## config.mk

```make
export PLATFORM = sky130hd
export DESIGN_NAME = operand_fetch
export DESIGN_NICKNAME = d
export VERILOG_FILES = /design/src/rtl/operand_fetch.sv
export SDC_FILE = /design/constraint.sdc
export NUM_CORES = 1
export LEC_CHECK = 0
export ABC_AREA = 1
export CORE_MARGIN = 1
export CORE_UTILIZATION = 45
export CTS_BUF_LIST = sky130_fd_sc_hd__clkbuf_16
export DETAILED_ROUTE_END_ITERATION = 12
export GPL_TIMING_DRIVEN = 0
export REMOVE_ABC_BUFFERS = 1
export SETUP_SLACK_MARGIN = 0.3
export SLEW_MARGIN = 20
export SYNTH_ARGS = -nofsm -noshare
export SYNTH_HDL_FRONTEND = slang
export SYNTH_SLANG_ARGS = --single-unit
export TNS_END_PERCENT = 5
```

## constraint.sdc

```tcl
create_clock -name clk -period 7.4 [get_ports clk]
set_input_delay 1.11 -clock clk [delete_from_list [all_inputs] [get_ports clk]]
set_output_delay 1.11 -clock clk [all_outputs]
set_load 0.05 [all_outputs]
```

## src/rtl/operand_fetch.sv

```systemverilog
// Operand fetch: 8x16 register file plus a 4-state read sequencer feeding the ALU.
// Define OPERAND_FETCH_BYPASS_EN to forward same-edge writes into the A/B reads.
module operand_fetch (
   input  logic        clk,
   input  logic        reset,
   input  logic        write,
   input  logic [2:0]  writenum,
   input  logic [15:0] data_in,
   input  logic        start,
   input  logic [2:0]  rn,
   input  logic [2:0]  rm,
   input  logic [1:0]  shift,
   input  logic        asel,
   input  logic        bsel,
   input  logic [15:0] sximm5,
   output logic [15:0] Ain,
   output logic [15:0] Bin,
   output logic        busy,
   output logic        done
);

   typedef enum logic [1:0] {
      S_IDLE,
      S_READA,
      S_READB,
      S_DONE
   } state_t;

   state_t      r_state;
   state_t      w_next;
   logic [15:0] r_regs [8];
   logic [2:0]  r_rn;
   logic [2:0]  r_rm;
   logic [1:0]  r_shift;
   logic        r_asel;
   logic        r_bsel;
   logic [15:0] r_sximm5;
   logic [15:0] r_a;
   logic [15:0] r_b;
   logic        w_accept;
   logic [15:0] w_rd_a;
   logic [15:0] w_rd_b;
   logic [15:0] w_shifted;

   always_comb begin
      w_accept = 1'b0;
      w_next   = r_state;
      case (r_state)
         S_IDLE: begin
            w_accept = start;
            if (start) w_next = S_READA;
         end
         S_READA: w_next = S_READB;
         S_READB: w_next = S_DONE;
         S_DONE: begin
            w_accept = start;
            w_next   = start ? S_READA : S_IDLE;
         end
         default: w_next = S_IDLE;
      endcase
   end

   always_ff @(posedge clk or posedge reset) begin
      if (reset) r_state <= S_IDLE;
      else       r_state <= w_next;
   end

   always_ff @(posedge clk or posedge reset) begin
      if (reset) begin
         for (int i = 0; i < 8; i++) r_regs[i] <= '0;
      end else if (write) begin
         r_regs[writenum] <= data_in;
      end
   end

   always_ff @(posedge clk or posedge reset) begin
      if (reset) begin
         r_rn     <= '0;
         r_rm     <= '0;
         r_shift  <= '0;
         r_asel   <= 1'b0;
         r_bsel   <= 1'b0;
         r_sximm5 <= '0;
      end else if (w_accept) begin
         r_rn     <= rn;
         r_rm     <= rm;
         r_shift  <= shift;
         r_asel   <= asel;
         r_bsel   <= bsel;
         r_sximm5 <= sximm5;
      end
   end

`ifdef OPERAND_FETCH_BYPASS_EN
   // A write landing on the read edge wins over the stored value.
   assign w_rd_a = (write && writenum == r_rn) ? data_in : r_regs[r_rn];
   assign w_rd_b = (write && writenum == r_rm) ? data_in : r_regs[r_rm];
`else
   assign w_rd_a = r_regs[r_rn];
   assign w_rd_b = r_regs[r_rm];
`endif

   always_comb begin
      w_shifted = w_rd_b;
      case (r_shift)
         2'b00: w_shifted = w_rd_b;
         2'b01: w_shifted = {w_rd_b[14:0], 1'b0};
         2'b10: w_shifted = {1'b0, w_rd_b[15:1]};
         2'b11: w_shifted = {w_rd_b[15], w_rd_b[15:1]};
         default: w_shifted = w_rd_b;
      endcase
   end

   always_ff @(posedge clk or posedge reset) begin
      if (reset) begin
         r_a <= '0;
         r_b <= '0;
      end else begin
         if (r_state == S_READA) r_a <= w_rd_a;
         if (r_state == S_READB) r_b <= w_shifted;
      end
   end

   assign Ain  = r_asel ? 16'h0000 : r_a;
   assign Bin  = r_bsel ? r_sximm5 : r_b;
   assign busy = (r_state == S_READA) || (r_state == S_READB);
   assign done = (r_state == S_DONE);

endmodule

```

==> results.md, run 1 <==
- The flow ran to the end, and the final reports show no timing, DRC or antenna violations.
- Adding up every negative setup slack in the final design gives 0 ps.
- Clock latency on the worst-skew pair, taken at its later pin, is between 400 and 500 ps.
- Gates resized during post-CTS repair numbered 0.
- The minimum period implied by the final worst setup slack is 3657 ps.
- The final layout contains routed wiring with a total length of 27840 µm.
- The total routing resource utilization after global routing is about 26%.
- The transition time of the tightest slew-check pin is between 1000 and 1500 ps.
- The number of endpoints with negative hold slack in the final report is 0.
- The critical path start-end classification is flop to output pin.
- The die boundary width is around 150 µm.
- STA puts the critical path data arrival time at 2550 ps.
- The total design power is about 5.2 mW.
- The H-tree depth is 4.
- The die covers 22970 µm².
- The data required time of the critical path is roughly 6300 ps.
- The maximum frequency from static timing analysis is between 200 and 300 MHz.
- The core outline area is roughly 22000 µm².
- In this run the tool buffered the top-level ports with slightly above 80 buffer cells.
- In this run the post-CTS setup repair buffer count came out at 0.
- The analysis attributes to cell leakage a power of 5.497 nW.
- The total CTS buffers is 17.
- The portion of the clock cycle consumed by the worst path in the final layout is 49.42%.
- Counting flops and latches in the post-synthesis netlist gives about 190.
- The slowest library cell on the worst path is sky130_fd_sc_hd__dfrtp_1.
- The number of distinct library cells after synthesis is 23.
- After detailed routing, the number of remaining DRC violations is 0.
- The final number of setup-violating endpoints is 0.
- In this design, the largest share of critical-path delay is due to flip-flops.
- The final antenna diode count is 0.
- Clock tree synthesis found a total of 188 sinks.
- The critical path goes through mux2_2 -> clkdlybuf4s50_1.
- The count of hold-fix buffers inserted at cts is 0.
- The worst hold margin is 483.8 ps.
- The kind of start point of the critical path is a flop.
- During synthesis, Yosys emitted a total of 0 warnings.
- The max-slew violation count is 0.
- The power density normalized to cell area is between 400 and 500 nW/µm².
- After detailed placement, the total cell area comes to 11070 µm².
- Once routing completed, OpenROAD measured the worst setup slack at around 3700 ps.
- The reported max-cap violation count is 0.
- The floorplan step set the die height to 151.6 µm.
- The wire length per cell after detailed routing is approximately 17 µm.
- The vias after detailed routing is around 8700.
- The via count of the first global-routing pass is 8182.
- Clock-pin slew was measured on the worst setup and hold paths at ~70 ps.
- The first-pass GRT wire length is around 45000 µm.
- The leftover overflow at the end of global routing is 0.
- The via density per instance is 5.272.
- After routing the design area is approximately 12000 µm².
- The tightest slew margin relative to the limit is 26.53%.
- Synthesis produced a netlist whose cell count is roughly 1300.
- From synthesis to final layout, the design area changed by 15.41%.
- The number of nets in the final layout is roughly 1400.
- The min-delay analysis places its worst path in the category flop to flop.
- The standard-cell row count is 54.
- Each instance of the synthesized netlist takes up on average 7.501 µm².
- The top-level port count is between 80 and 90.
- The post-route netlist has under 10% of its cells at a drive strength greater than 1.
- Setup repair after global routing left no endpoint under its margin.
- Counting both buffers and inverters, the worst setup path holds a total of 1.
- The most common cell after layout, fill and taps aside is sky130_fd_sc_hd__nand2_1.
- The root cell of the clock tree is sky130_fd_sc_hd__clkbuf_16.
- For the final database, setup skew stands at about 9.1 ps.
- The first-iteration detailed-routing DRC count is about 680.
- Entering global routing, the biggest net connects roughly 100 pins.
- In this run the remaining antenna-violating nets after routing total 0.
- The maximum clock insertion buffer count is 2.
- The delay of the slowest cell on the worst path is 960 ps.
- TritonCTS built the clock tree.
- The detailed placement HPWL is 16810 µm.
- The pre-antenna-repair detailed-routing pass consisted of 5 iterations.
- In this run the cell area of the synthesized design comes to 10070 µm².
- The worst setup path is captured at an output pin.
- Prior to clock tree synthesis, the placed netlist has a worst setup slack of 4146 ps.
- Sequential cells were found to cover between 40% and 50% of the synthesized design area.
- For this configuration, the core starts out at a cell density of between 40% and 50%.
- In this run the worst path has a maximum fanout of 19.
- The top cell types in the final layout, fill and taps aside, are sky130_fd_sc_hd__nand2_1, sky130_fd_sc_hd__dfrtp_1, sky130_fd_sc_hd__o21ai_0.
- The final weighted congestion of routability-driven global placement is just under 0.8.
- VDD sags by at most around 270 µV.
- The number of antenna violations at the first check in global routing is 0.
==> registers in the layout, summed over array words and instances (netlist names) <==
register  cells
r_regs      128
r_shift       2
r_bsel        1
r_state       2
r_a          16
r_sximm5     16
r_asel        1
r_rm          3
r_rn          3
r_b          16
==> tightest hold or removal path, delay by kind of cell (launching register included) <==
kind | cells | cell delay (ps)
DFF | 1 | 340
AOI/OAI and AO/OA | 1 | 60
and+or+nand+nor | 1 | 50
==> cell type report <==
class	instances	area [µm²]
fill	2173	10270
inverter	159	604.3
tap	280	350.3
clock buffer	17	425.4
timing repair buffer	90	1013
multi-input combinational	906	4385
clock inverter	15	121.4
sequential	188	4717
==> cell usage after synthesis (all sizes together) <==
library cell | number | area share (%)
a21oi | 37 | 1.8
buf | 44 | 2.4
clkbuf | 45 | 1.7
clkinv | 2 | 0.075
dfrtp | 188 | 47
ha | 5 | 0.62
inv | 157 | 5.9
mux2 | 35 | 3.9
nand2 | 335 | 12
nand3 | 175 | 8.9
nor2 | 102 | 3.8
nor3 | 1 | 0.099
o211ai | 32 | 2.4
o21ai | 182 | 9.0
or2 | 1 | 0.062
xnor2 | 1 | 0.087
==> kinds of logic after synthesis <==
logic type	share of synthesized area, %
compound gates	13.28
xor+xnor	0.08703
fa+ha+maj	0.6215
buf+inv	10.06
flops	46.74
mux	3.915
simple gates	25.31
==> through the flow <==
stage               utilization [%]  std cells
floorplan                         -       1253
global placement              49.43       1615
detailed placement            50.55       1623
CTS                           53.05       1655
global route                  53.07       1655
finish                        53.07       1655
==> report_power, final <==
part           internal, mW  switching, mW  leakage (nW)
clock network         0.463          0.414         0.269
registers              1.33          0.378          2.31
logic                 0.954           1.63          2.92
total                  2.75           2.42          5.50
==> final timing paths <==
kind,startpoint,endpoint,slack (ps),cells past startpoint
min,r_regs[69]$_DFFE_PP0P_,r_regs[69]$_DFFE_PP0P_,480,2
max reg2reg,r_rm[2]$_DFFE_PP0P_,r_b[5]$_DFFE_PP0N_,4450,6
min reg2reg,r_regs[69]$_DFFE_PP0P_,r_regs[69]$_DFFE_PP0P_,480,2
min in group asynchronous,reset,r_a[0]$_DFFE_PP0N_,1150,2
max,r_bsel$_DFFE_PP0P_,Bin[10],3740,2
max in group asynchronous,reset,r_regs[57]$_DFFE_PP0P_,5310,3
==> per-layer routing <==
layer | track usage [%] | share of wire, %
met2 | 43.11 | 47
met4 | 6.089 | 1.3
met1 | 35.73 | 47
met5 | 0 | 0
met3 | 3.563 | 4.8
No activity file was read; power rests on OpenSTA's default activity.
==> run 2: changes to the inputs <==
- clock period: 7.4 -> 3.71 ns (I/O delays scaled with it)
==> results of run 2 <==
Same layout as run 1 (identical final DEF). Status: completed.
Main changes from that run: setup slack after placement 4146 ps -> 849.8 ps; setup slack after layout 3743 ps -> 606.3 ps; register-to-register setup slack 4450 ps -> 760 ps; total power 5.167 mW -> 10.31 mW; worst IR drop on VDD 273.7 µV -> 546.0 µV
